## config.mk

```make
export PLATFORM = sky130hd
export DESIGN_NAME = async_fifo_rd_drainer
export DESIGN_NICKNAME = d
export VERILOG_FILES = /design/src/rtl/fifo_rd_pkg.sv /design/src/rtl/rd_skid_buf.sv /design/src/rtl/async_fifo_rd_drainer.sv
export SDC_FILE = /design/constraint.sdc
export NUM_CORES = 1
export LEC_CHECK = 0
export CAP_MARGIN = 20
export CELL_PAD_IN_SITES_DETAIL_PLACEMENT = 0
export CELL_PAD_IN_SITES_GLOBAL_PLACEMENT = 1
export CORE_ASPECT_RATIO = 2
export CORE_MARGIN = 2
export CORE_UTILIZATION = 36
export DETAILED_ROUTE_END_ITERATION = 16
export GPL_TIMING_DRIVEN = 1
export HOLD_SLACK_MARGIN = 0.06
export PLACE_DENSITY = 0.73
export REMOVE_ABC_BUFFERS = 1
export SYNTH_ARGS = -nofsm -noshare
export SYNTH_HDL_FRONTEND = slang
export SYNTH_SLANG_ARGS = --single-unit
export TNS_END_PERCENT = 5
```

## constraint.sdc

```tcl
create_clock -name rclk -period 6.5 [get_ports rclk]
set_input_delay 1.625 -clock rclk [delete_from_list [all_inputs] [get_ports rclk]]
set_output_delay 1.625 -clock rclk [all_outputs]
set_load 0.1 [all_outputs]
```

## src/rtl/fifo_rd_pkg.sv

```systemverilog
// Shared types and constants for the read-side FIFO drainer.
package fifo_rd_pkg;

  // Burst sequencing states of the drainer
  typedef enum logic [1:0] {
    IDLE  = 2'd0,
    DRAIN = 2'd1,
    FLUSH = 2'd2,
    DONE  = 2'd3
  } drain_state_e;

  // Output skid buffer depth and the width needed to count 0..BUF_DEPTH
  localparam int BUF_DEPTH = 2;
  localparam int CNT_W     = $clog2(BUF_DEPTH + 1);

endpackage

```

## src/rtl/rd_skid_buf.sv

```systemverilog
// Small shift-style skid buffer holding {last, data} entries.
// Entry 0 is always the head; a pop shifts the remaining entries down.
// Simultaneous push and pop is legal and keeps the count unchanged.
module rd_skid_buf
  import fifo_rd_pkg::*;
#(
  parameter int W = 8
) (
  input  logic             clk,
  input  logic             rst,
  input  logic             push,
  input  logic [W-1:0]     push_data,
  input  logic             push_last,
  input  logic             pop,
  output logic [CNT_W-1:0] count,
  output logic [W-1:0]     head_data,
  output logic             head_last
);

  logic [CNT_W-1:0] count_reg;
  logic [W:0]       entry_reg [BUF_DEPTH];
  logic             pop_ok;
  logic             push_ok;
  logic [CNT_W-1:0] wr_idx;

  // A pop only counts when something is held; a push is dropped if full and not popping
  assign pop_ok  = pop && (count_reg != '0);
  assign push_ok = push && ((count_reg < CNT_W'(BUF_DEPTH)) || pop_ok);
  // New data lands just behind the surviving entries
  assign wr_idx  = pop_ok ? (count_reg - 1'b1) : count_reg;

  // Occupancy tracking
  always_ff @(posedge clk or posedge rst) begin
    if (rst) begin
      count_reg <= '0;
    end else begin
      case ({push_ok, pop_ok})
        2'b10:   count_reg <= count_reg + 1'b1;
        2'b01:   count_reg <= count_reg - 1'b1;
        default: count_reg <= count_reg;
      endcase
    end
  end

  // Entry storage: shift toward the head on pop, write at the tail on push
  always_ff @(posedge clk or posedge rst) begin
    if (rst) begin
      for (int i = 0; i < BUF_DEPTH; i++) begin
        entry_reg[i] <= '0;
      end
    end else begin
      for (int i = 0; i < BUF_DEPTH; i++) begin
        if (push_ok && (wr_idx == CNT_W'(i))) begin
          entry_reg[i] <= {push_last, push_data};
        end else if (pop_ok && (i < BUF_DEPTH - 1)) begin
          entry_reg[i] <= entry_reg[(i < BUF_DEPTH - 1) ? i + 1 : i];
        end
      end
    end
  end

  assign count     = count_reg;
  assign head_data = entry_reg[0][W-1:0];
  // The tag of a stale head entry must not leak out once the buffer empties
  assign head_last = entry_reg[0][W] && (count_reg != '0);

endmodule

```

## src/rtl/async_fifo_rd_drainer.sv

```systemverilog
// Read-domain burst drainer: pops a programmed number of words from a
// first-word-fall-through FIFO and re-presents them on a valid/ready stream
// with the final word tagged, plus completion and empty-stall statistics.
// Optional build macro DRAIN_SEQ_CHECK_EN adds an incrementing-sequence
// checker on the popped words; without it seq_err is tied low.
module async_fifo_rd_drainer
  import fifo_rd_pkg::*;
#(
  parameter int DATA_WIDTH = 8,
  parameter int LEN_W      = 11,
  parameter int STALL_W    = 16
) (
  input  logic                  rclk,
  input  logic                  rrst,
  input  logic                  start,
  input  logic [LEN_W-1:0]      len,
  input  logic                  rempty,
  input  logic [DATA_WIDTH-1:0] rdata,
  output logic                  rinc,
  output logic                  m_valid,
  input  logic                  m_ready,
  output logic [DATA_WIDTH-1:0] m_data,
  output logic                  m_last,
  output logic                  busy,
  output logic                  done,
  output logic [LEN_W-1:0]      words_read,
  output logic [STALL_W-1:0]    empty_stalls,
  output logic                  seq_err
);

  drain_state_e         state_reg;
  logic [LEN_W-1:0]     remaining_reg;
  logic [LEN_W-1:0]     words_read_reg;
  logic [STALL_W-1:0]   stalls_reg;
  logic [CNT_W-1:0]     buf_count;
  logic                 out_fire;
  logic                 start_ok;

  // Pop only when a word is present, words are still owed and the buffer has room
  assign rinc = (state_reg == DRAIN) && !rempty && (remaining_reg != '0) &&
                (buf_count < CNT_W'(BUF_DEPTH));

  assign m_valid  = (buf_count != '0);
  assign out_fire = m_valid && m_ready;
  assign start_ok = (state_reg == IDLE) && start;

  rd_skid_buf #(
    .W (DATA_WIDTH)
  ) u_skid (
    .clk       (rclk),
    .rst       (rrst),
    .push      (rinc),
    .push_data (rdata),
    .push_last (remaining_reg == LEN_W'(1)),
    .pop       (out_fire),
    .count     (buf_count),
    .head_data (m_data),
    .head_last (m_last)
  );

  // Burst sequencing, word accounting and stall statistics
  always_ff @(posedge rclk or posedge rrst) begin
    if (rrst) begin
      state_reg      <= IDLE;
      remaining_reg  <= '0;
      words_read_reg <= '0;
      stalls_reg     <= '0;
    end else begin
      case (state_reg)
        IDLE: begin
          if (start) begin
            words_read_reg <= '0;
            stalls_reg     <= '0;
            if (len != '0) begin
              remaining_reg <= len;
              state_reg     <= DRAIN;
            end else begin
              state_reg     <= DONE;
            end
          end
        end
        DRAIN: begin
          if (rinc) begin
            remaining_reg  <= remaining_reg - 1'b1;
            words_read_reg <= words_read_reg + 1'b1;
            if (remaining_reg == LEN_W'(1)) begin
              state_reg <= FLUSH;
            end
          end
          if (rempty && (remaining_reg != '0) && (stalls_reg != '1)) begin
            stalls_reg <= stalls_reg + 1'b1;
          end
        end
        FLUSH: begin
          if (out_fire && m_last) begin
            state_reg <= DONE;
          end
        end
        DONE: begin
          state_reg <= IDLE;
        end
        default: begin
          state_reg <= IDLE;
        end
      endcase
    end
  end

  assign busy         = (state_reg == DRAIN) || (state_reg == FLUSH);
  assign done         = (state_reg == DONE);
  assign words_read   = words_read_reg;
  assign empty_stalls = stalls_reg;

`ifdef DRAIN_SEQ_CHECK_EN
  logic [DATA_WIDTH-1:0] expect_reg;
  logic                  first_reg;
  logic                  seq_err_reg;

  // First pop of a burst seeds the expected value; later pops must follow it
  always_ff @(posedge rclk or posedge rrst) begin
    if (rrst) begin
      expect_reg  <= '0;
      first_reg   <= 1'b0;
      seq_err_reg <= 1'b0;
    end else if (start_ok) begin
      first_reg   <= 1'b1;
      seq_err_reg <= 1'b0;
    end else if (rinc) begin
      if (first_reg) begin
        expect_reg <= rdata + 1'b1;
        first_reg  <= 1'b0;
      end else begin
        if (rdata != expect_reg) begin
          seq_err_reg <= 1'b1;
        end
        expect_reg <= expect_reg + 1'b1;
      end
    end
  end

  assign seq_err = seq_err_reg;
`else
  assign seq_err = 1'b0;
`endif

endmodule

```

==> flow_metrics.tcl, run 1 <==
set metrics [dict create \
    outcome "completed" \
    worstMarginPinSlew_ns 1.069 \
    layout-drive-gt1-share 0.1364 \
    slew_violations 0 \
    postSynthCellCount 381 \
    vias 3128 \
    drtPass1Iterations 4 \
    grt_usage 0.1804 \
    finalHoldViolCount 0 \
    ys_warn_count 0 \
    critPathMaxFanout 5 \
    synth_area_sq_um 3583 \
    power_density_nw_per_um2 536.9 \
    dpl_worst_slack_ns 1.718 \
    via_per_inst 5.469 \
    internal_power_mw 1.280 \
    synth_edf_count 0 \
    drt_iter0_drc 136 \
    leakage_nw 1.903 \
    globalRoute.busiestLayer "met2" \
    cp.required_ns 4.88 \
    synth_ff_type "dfrtp_1" \
    antennaDiodeCount 0 \
    chipHeight_um 145.1 \
    core_area_sq_um 9699 \
    io_pins 65 \
    ant_nets 0 \
    dp_hpwl_um 6549 \
    seqPwrFrac 0.255 \
    clock.fmax_mhz 209.0 \
    grt_max_degree 61 \
    ctsHoldBuffers 0 \
    start_kind "primary input" \
    grt_first_pass_wirelength_um 15190 \
    finalSetupViolations 0 \
    chipWidth_um 74.55 \
    maxCapViolCount 0 \
    grt_pass1_vias 3142 \
    antenna_found_initial 0 \
    synth_cell_types 62 \
    worstSkewPairLatency_ns 0.33 \
    critPathArrivalTime_ns 3.16 \
    remaining_drc_errors 0 \
    rsz0062_at_grt "no" \
    wl_per_cell_um 16.00 \
    critPathKind "in2out" \
    fin_crit_ns 4.785 \
    fin_setup_tns_ns 0 \
    postCtsSetupBuffers 0 \
    cts_resized 0 \
    met2_usage 0.3265 \
    fin_skew_ns 0.005776 \
    io_buffers 63 \
    clock_tree.root_cell "clkbuf_16" \
    fin_crit_sh 0.7361 \
    p_clk_frac 0.215 \
    netSwitchingPower_mw 1.194 \
    crit_path_end_kind "output pin" \
    slew_headroom 0.2842 \
    die-area_sq_um 10820 \
    power.share.combinational 0.530 \
    clk_pin_slew_worst_paths_ns 0.05 \
    initial_core_util 0.3695 \
    placement_rows 51 \
    met3_usage 0.03264 \
    cts_tree "yes" \
    numCtsBuffers 9 \
    largest_register_ffs 16 \
    yosysTopAreaCellShare 0.4190 \
    fill_cells 971 \
    routed_wl_um 9153 \
    synth-seq-cells 60 \
    globalRouteOverflowTotal 0 \
    worst_slack_ns 1.715 \
    numClockSinks 60 \
    syn_area_per_cell_sq_um 9.405 \
    cts_buffer_depth 2 \
    htree_num_levels 3 \
    hp-class "reg2reg" \
    layout.area.seq_sq_um 1501 \
    grt_use_met1 0.1941 \
    nets 470 \
    yosys.area.top_type "dfrtp_1" \
    p_sw_frac 0.4826 \
    async_reset_ff_frac 1.000 \
    vdd_drop_max_uv 338.1 \
    multiInputGateArea_sq_um 1899 \
    routabilityCongestion 0.7740 \
    yosysSeqAreaShare 0.4190 \
    syn_to_final_growth_pct 28.56 \
    synth.area.top_cells "dfrtp_1, mux2_2, nand2_1" \
]
==> power groups by stage <==
stage          logic, mW  clock network [mW]  registers (mW)
2_1_floorplan      0.664                   0           0.959
3_3_place_gp        1.30                   0           0.631
3_5_place_dp        1.32                   0           0.636
4_1_cts             1.32               0.545           0.632
5_1_grt             1.40               0.560           0.653
6_report            1.31               0.533           0.630
==> synthesized netlist by cell type (3+ instances only) <==
library cell  count
and2_1            3
o21ai_0          21
mux2i_1           8
and4_1            3
buf_2             4
nor2_1           25
nor3b_1           3
a31oi_1           8
or3_1             3
nor2b_1           3
buf_4             9
o211ai_1          4
inv_1            12
a21oi_1          21
mux2_2           25
nand2_1          39
nand4_1           6
nand3_1          18
ha_1             11
dfrtp_1          60
o22a_1            4
xor2_1            3
nor4_1            5
nor3_1           16
and3_1           10
clkbuf_1          7
==> path summary, 6_finish.rpt <==
check	start	to	slack (ns)	depth (start not counted)
worst max-delay path	rempty	rinc	1.72	5
worst min-delay path	u_skid.entry_reg[2]	u_skid.entry_reg[2]	0.50	1
worst max register to register	state_reg[1]	u_skid.entry_reg[6]	3.60	7
worst min register to register	u_skid.entry_reg[2]	u_skid.entry_reg[2]	0.50	1
max in group asynchronous	rrst	u_skid.head_data[0]	4.13	3
min in group asynchronous	rrst	words_read[2]	1.83	3
==> kinds of logic (layout without fill, tap and decap cells) <==
logic type,after synthesis,in the layout,synth area share
buf+inv,36,95,0.05098
xor+xnor,5,5,0.01222
simple gates,150,150,0.2224
mux,33,33,0.1009
fa+ha+maj,11,11,0.03841
compound gates,85,85,0.1550
flops,60,60,0.4190
other cells,1,1,0.001046
==> layout by cell type, fill, tap and decap left out, types with 4 or more instances in the layout <==
| cell type | count |
|---|---|
| mux2_2 | 25 |
| nand4_1 | 6 |
| nor4_1 | 5 |
| nand3_1 | 18 |
| o211ai_1 | 4 |
| nor3_1 | 16 |
| o21ai_0 | 21 |
| a31oi_1 | 8 |
| o22a_1 | 4 |
| nor2_1 | 25 |
| ha_1 | 11 |
| inv_1 | 11 |
| a21oi_1 | 21 |
| and3_1 | 10 |
| buf_4 | 5 |
| dfrtp_1 | 60 |
| clkbuf_16 | 9 |
| nand2_1 | 39 |
| clkdlybuf4s50_1 | 62 |
| mux2i_1 | 8 |
==> routing by layer <==
layer / up-vias / share of wire
met5: - / 0
met4: 0 / 0.027
met3: 18 / 0.036
met2: 71 / 0.56
met1: 1535 / 0.37
li1: 1504 / -
==> critical path: stages <==
cell and delay [ns]:
clkdlybuf4s50_1 0.46, or2_1 0.26, a311o_2 0.41, inv_1 0.10
buf_4 0.29
==> area by class of cell <==
cell class | instances | area share
Timing Repair Buffer | 67 | 0.1429
Clock buffer | 13 | 0.05866
Inverter | 12 | 0.009777
Sequential cell | 60 | 0.3259
Tap cell | 132 | 0.03585
Multi-Input combinational cell | 285 | 0.4123
Clock inverter | 3 | 0.01467
==> stage by stage <==
stage | cells | total power, mW | area (sq um) | util | hold WS, ns
2_1_floorplan | 357 | 1.624 | 3446 | - | 0.4713
3_3_place_gp | 556 | 1.929 | 4269 | 0.4401 | 0.4836
3_5_place_dp | 556 | 1.956 | 4269 | 0.4401 | 0.4948
4_1_cts | 572 | 2.500 | 4607 | 0.4750 | 0.5070
5_1_grt | 572 | 2.612 | 4607 | 0.4750 | 0.5256
6_report | 572 | 2.473 | 4607 | 0.4750 | 0.5013
Note: power is estimated with default switching activity, not from simulation.
==> run 2, diff against run 1 <==
--- a/config.mk
+++ b/config.mk
@@ -14,7 +14,7 @@
 export DETAILED_ROUTE_END_ITERATION = 16
 export GPL_TIMING_DRIVEN = 1
 export HOLD_SLACK_MARGIN = 0.06
-export PLACE_DENSITY = 0.73
+export PLACE_DENSITY = 0.76
 export REMOVE_ABC_BUFFERS = 1
 export SYNTH_ARGS = -nofsm -noshare
 export SYNTH_HDL_FRONTEND = slang
==> constraint.sdc (replaced) <==
create_clock -name rclk -period 4 [get_ports rclk]
set_input_delay 1 -clock rclk [delete_from_list [all_inputs] [get_ports rclk]]
set_output_delay 1 -clock rclk [all_outputs]
set_load 0.1 [all_outputs]
==> run 2 against run 1 <==
Compared with the run above: count of clock-buffer cells in the layout shrank 1; flip-flop and latch count did not move; sequential share of layout area fell by 0.38 points; die area unchanged; routed wire length fell by 0.59%; largest cell class unchanged.
==> flow_metrics.tcl, run 2 (synthesized netlist as in run 1, its figures left out) <==
set metrics [dict create \
    outcome "completed" \
    start_kind "primary input" \
    final_cell_mix "dfrtp_1, clkdlybuf4s50_1, nand2_1" \
    remaining_drc_errors 0 \
    numClockSinks 60 \
    antenna_found_initial 0 \
    fin_crit_ns 3.495 \
    fill_cells 964 \
    cp.required_ns 3.00 \
    numCtsBuffers 9 \
    slew_headroom 0.3389 \
    internal_power_mw 2.135 \
    chipWidth_um 74.55 \
    route.met3.wl_um 316 \
    rr_worst_depth 8 \
    vias 3110 \
    chipHeight_um 145.1 \
    grt_max_degree 47 \
    clk_pin_slew_worst_paths_ns 0.04 \
    power.share.combinational 0.527 \
    layout.area.seq_sq_um 1501 \
    place_inst 561 \
    syn_to_final_growth_pct 30.06 \
    netSwitchingPower_mw 1.945 \
    worstMarginPinSlew_ns 0.9885 \
    hp-class "reg2reg" \
    wl_per_cell_um 15.77 \
    critPathMaxFanout 5 \
    worst_slack_ns 0.5048 \
    clock.fmax_mhz 286.1 \
    finalSetupViolations 0 \
    dp_hpwl_um 6620 \
    fin_skew_ns 0.01203 \
    rrSetupSlack_ns 1.44 \
    globalRouteOverflowTotal 0 \
    vdd_drop_max_uv 662.1 \
    p_clk_frac 0.222 \
    wl_met2_um 5111 \
    fin_crit_sh 0.8738 \
    grt_first_pass_wirelength_um 14660 \
    p_total_mw 4.080 \
    drt_iter0_drc 135 \
    finalHoldViolCount 0 \
    power_density_nw_per_um2 875.4 \
    rsz0062_at_grt "no" \
    final_common_cell "dfrtp_1" \
    grt_pass1_vias 2991 \
    antennaDiodeCount 0 \
    slew_violations 0 \
    grt_usage 0.1777 \
    crit_path_end_kind "output pin" \
    worstSkewPairLatency_ns 0.33 \
    routed.top_layer "met4" \
    worst_r2r_startpoint "state_reg[1]" \
    layout-drive-gt1-share 0.1551 \
    seqPwrFrac 0.251 \
    cts_resized 0 \
    postCtsSetupBuffers 0 \
    final_cells 577 \
    min_from "u_skid.entry_reg[3]" \
    fin_setup_tns_ns 0 \
    core_area_sq_um 9699 \
    htree_num_levels 3 \
    p_sw_frac 0.4768 \
    clock_tree.root_cell "clkbuf_16" \
    die-area_sq_um 10820 \
    ant_nets 0 \
    r2r-end "remaining_reg[2]" \
    dpl_worst_slack_ns 0.5243 \
    io_buffers 63 \
    whs_ns 0.5009 \
    min_path_cells 1 \
    cts_tree "yes" \
    met1_length_um 3434 \
    holdPathEnd "u_skid.entry_reg[3]" \
    largest_register_ffs 16 \
    drtPass1Iterations 4 \
    routed_wl_um 9099 \
    ctsHoldBuffers 0 \
    via_per_inst 5.390 \
    maxCapViolCount 0 \
    placement_rows 51 \
    nets 475 \
    critPathArrivalTime_ns 2.50 \
    cts_buffer_depth 2 \
    critPathKind "in2out" \
    leakage_nw 1.948 \
    multiInputGateArea_sq_um 1899 \
    initial_core_util 0.3695 \
    io_pins 65 \
    routabilityCongestion 0.8027 \
]
## run 2: cell types whose count changed in the layout (fill, tap and decap cells not counted), sizes merged
cell and delta:
clkdlybuf4s50 -4, clkbuf -1, bufinv +1, clkinv +1
clkinvlp -1, buf +9
## run 2: layer usage
| layer | vias to the layer above | track usage |
|---|---|---|
| met4 | 0 | 0.07321 |
| met1 | 1519 | 0.1955 |
| met2 | 65 | 0.3133 |
| li1 | 1509 | - |
| met3 | 17 | 0.04167 |
| met5 | - | 0 |
## run 2: worst max path at each step
stage	startpoint	to	slack, ns	cells after the start
4_1_cts	rempty	rinc	0.52	5
3_5_place_dp	rempty	rinc	0.52	5
5_1_grt	rempty	rinc	0.47	5
6_report	rempty	rinc	0.50	5
2_1_floorplan	state_reg[1]	rinc	0.17	5
3_3_place_gp	rempty	rinc	0.54	5
## run 2: cell type report
type,instances,area share
Clock buffer,12,0.05503
Clock inverter,4,0.02040
Inverter,12,0.009664
Multi-Input combinational cell,285,0.4075
Sequential cell,60,0.3221
Tap cell,132,0.03544
Timing Repair Buffer,72,0.1498
## run 2: power by group through the flow
stage | logic (mW) | clock network, mW | registers, mW
global route | 2.30 | 0.954 | 1.05
floorplan | 1.08 | 0 | 1.56
CTS | 2.17 | 0.928 | 1.02
finish | 2.15 | 0.908 | 1.02
global placement | 2.14 | 0 | 1.02
detailed placement | 2.16 | 0 | 1.03
## run 2: through the flow
stage	util	cell area, sq um
6_report	0.4805	4661
5_1_grt	0.4805	4661
4_1_cts	0.4805	4661
3_5_place_dp	0.4443	4309
3_3_place_gp	0.4443	4309
2_1_floorplan	-	3446
## run 2: worst max-delay path, stage by stage
cell             delay [ns]
clkdlybuf4s50_1        0.47
or2_1                  0.27
a311o_2                0.42
inv_1                  0.14
buf_12                 0.19
==> run 3, diff against run 2 <==
--- a/config.mk
+++ b/config.mk
@@ -8,9 +8,10 @@
 export CAP_MARGIN = 20
 export CELL_PAD_IN_SITES_DETAIL_PLACEMENT = 0
 export CELL_PAD_IN_SITES_GLOBAL_PLACEMENT = 1
-export CORE_ASPECT_RATIO = 2
+export CORE_ASPECT_RATIO = 0.9
 export CORE_MARGIN = 2
 export CORE_UTILIZATION = 36
+export CTS_CLUSTER_DIAMETER = 200
 export DETAILED_ROUTE_END_ITERATION = 16
 export GPL_TIMING_DRIVEN = 1
 export HOLD_SLACK_MARGIN = 0.06
@@ -19,4 +20,4 @@
 export SYNTH_ARGS = -nofsm -noshare
 export SYNTH_HDL_FRONTEND = slang
 export SYNTH_SLANG_ARGS = --single-unit
-export TNS_END_PERCENT = 5
+export TNS_END_PERCENT = 30
==> run 3 against run 2 <==
Compared with the run above: core utilization is 1.3 points lower; die area fell by 0.43%; hold slack better by 0.0066 ns; register-to-register slack better by 0.08 ns; global-route usage shrank 0.77 points.
==> flow_metrics.tcl, run 3 (synthesized netlist as in run 1, its figures left out) <==
set metrics [dict create \
    fin_crit_ns 3.489 \
    rrSetupSlack_ns 1.52 \
    placement_rows 34 \
    slew_violations 0 \
    maxCapViolCount 0 \
    min_path_cells 1 \
    cts_buffer_depth 2 \
    syn_to_final_growth_pct 25.87 \
    die-area_sq_um 10770 \
    final_cells 572 \
    outcome "completed" \
    final_common_cell "dfrtp_1" \
    antenna_found_initial 0 \
    critPathMaxFanout 5 \
    ctsHoldBuffers 0 \
    globalRouteOverflowTotal 0 \
    initial_core_util 0.3711 \
    fin_area_sq_um 4511 \
    postPlaceCellArea_sq_um 4312 \
    routed_wl_um 8660 \
    p_clk_frac 0.150 \
    routabilityCongestion 0.7398 \
    place_inst 556 \
    start_kind "primary input" \
    wl_per_cell_um 15.14 \
    core_area_sq_um 9657 \
    dpl_worst_slack_ns 0.5122 \
    finalHoldViolCount 0 \
    finalSetupViolations 0 \
    rr_worst_depth 8 \
    vdd_drop_max_uv 559.9 \
    antennaDiodeCount 0 \
    io_pins 65 \
    fin_crit_sh 0.8723 \
    worst_slack_ns 0.5109 \
    worstSkewPairLatency_ns 0.34 \
    vias 3090 \
    ant_nets 0 \
    fin_setup_tns_ns 0 \
    slew_headroom 0.3486 \
    htree_num_levels 3 \
    internal_power_mw 1.792 \
    cts_tree "yes" \
    fill_cells 956 \
    largest_register_ffs 16 \
    crit_path_end_kind "output pin" \
    clk_pin_slew_worst_paths_ns 0.08 \
    remaining_drc_errors 0 \
    final_cell_mix "dfrtp_1, clkdlybuf4s50_1, nand2_1" \
    clock_tree.root_cell "clkbuf_8" \
    grt_max_degree 47 \
    p_sw_frac 0.5199 \
    io_buffers 63 \
    drt_iter0_drc 150 \
    chipHeight_um 98.65 \
    via_per_inst 5.402 \
    dp_hpwl_um 6022 \
    power.share.combinational 0.578 \
    whs_ns 0.5075 \
    cp.required_ns 3.00 \
    numCtsBuffers 9 \
    chipWidth_um 109.2 \
    rsz0062_at_grt "no" \
    clock.fmax_mhz 286.6 \
    seqPwrFrac 0.273 \
    grt_pass1_vias 2941 \
    numClockSinks 60 \
    postCtsSetupBuffers 0 \
    netSwitchingPower_mw 1.940 \
    leakage_nw 1.882 \
    drtPass1Iterations 4 \
    power_density_nw_per_um2 827.4 \
    critPathKind "in2out" \
    p_total_mw 3.732 \
    critPathArrivalTime_ns 2.49 \
    fin_util 0.4671 \
    layout-drive-gt1-share 0.1570 \
    grt_first_pass_wirelength_um 14610 \
    cts_resized 0 \
    hp-class "reg2reg" \
    fin_skew_ns 0.008455 \
    worstMarginPinSlew_ns 0.9741 \
    grt_usage 0.1701 \
    nets 476 \
]
-- run 3: worst max-delay path, stage by stage --
cell and delay, ns:
clkdlybuf4s50_1 0.47, or2_1 0.26, a311o_2 0.42, inv_1 0.14, buf_12 0.19
-- run 3: final timing paths --
kind,from,end
setup / recovery,rempty,rinc
hold / removal,u_skid.entry_reg[3],u_skid.entry_reg[3]
setup reg to reg,state_reg[1],remaining_reg[2]
hold reg to reg,u_skid.entry_reg[3],u_skid.entry_reg[3]
max in group asynchronous,rrst,u_skid.head_data[3]
min in group asynchronous,rrst,words_read[2]
-- run 3: area by class of cell --
class                           instances  area [sq um]  area share
Clock buffer                            9         123.9     0.02746
Clock inverter                          7         75.07     0.01664
Inverter                               12         45.04    0.009986
Multi-Input combinational cell        285          1899      0.4211
Sequential cell                        60          1501      0.3329
Tap cell                              126         157.7     0.03495
Timing Repair Buffer                   73         708.2      0.1570
-- run 3: routing by layer --
layer | up-vias | global-route usage | routed length, um
li1 | 1512 | - | -
met1 | 1501 | 0.2348 | 4102
met2 | 71 | 0.2685 | 4048
met3 | 6 | 0.03505 | 441
met4 | 0 | 0.05030 | 68
met5 | - | 0 | 0
-- run 3: power by group through the flow --
stage                     combinational [mW]  clock, mW  sequential, mW
final                                   2.16      0.558            1.02
after CTS                               2.17      0.577            1.02
after floorplan                         1.08          0            1.56
after detailed placement                2.16          0            1.03
after global routing                    2.31      0.605            1.05
after global placement                  2.13          0            1.02
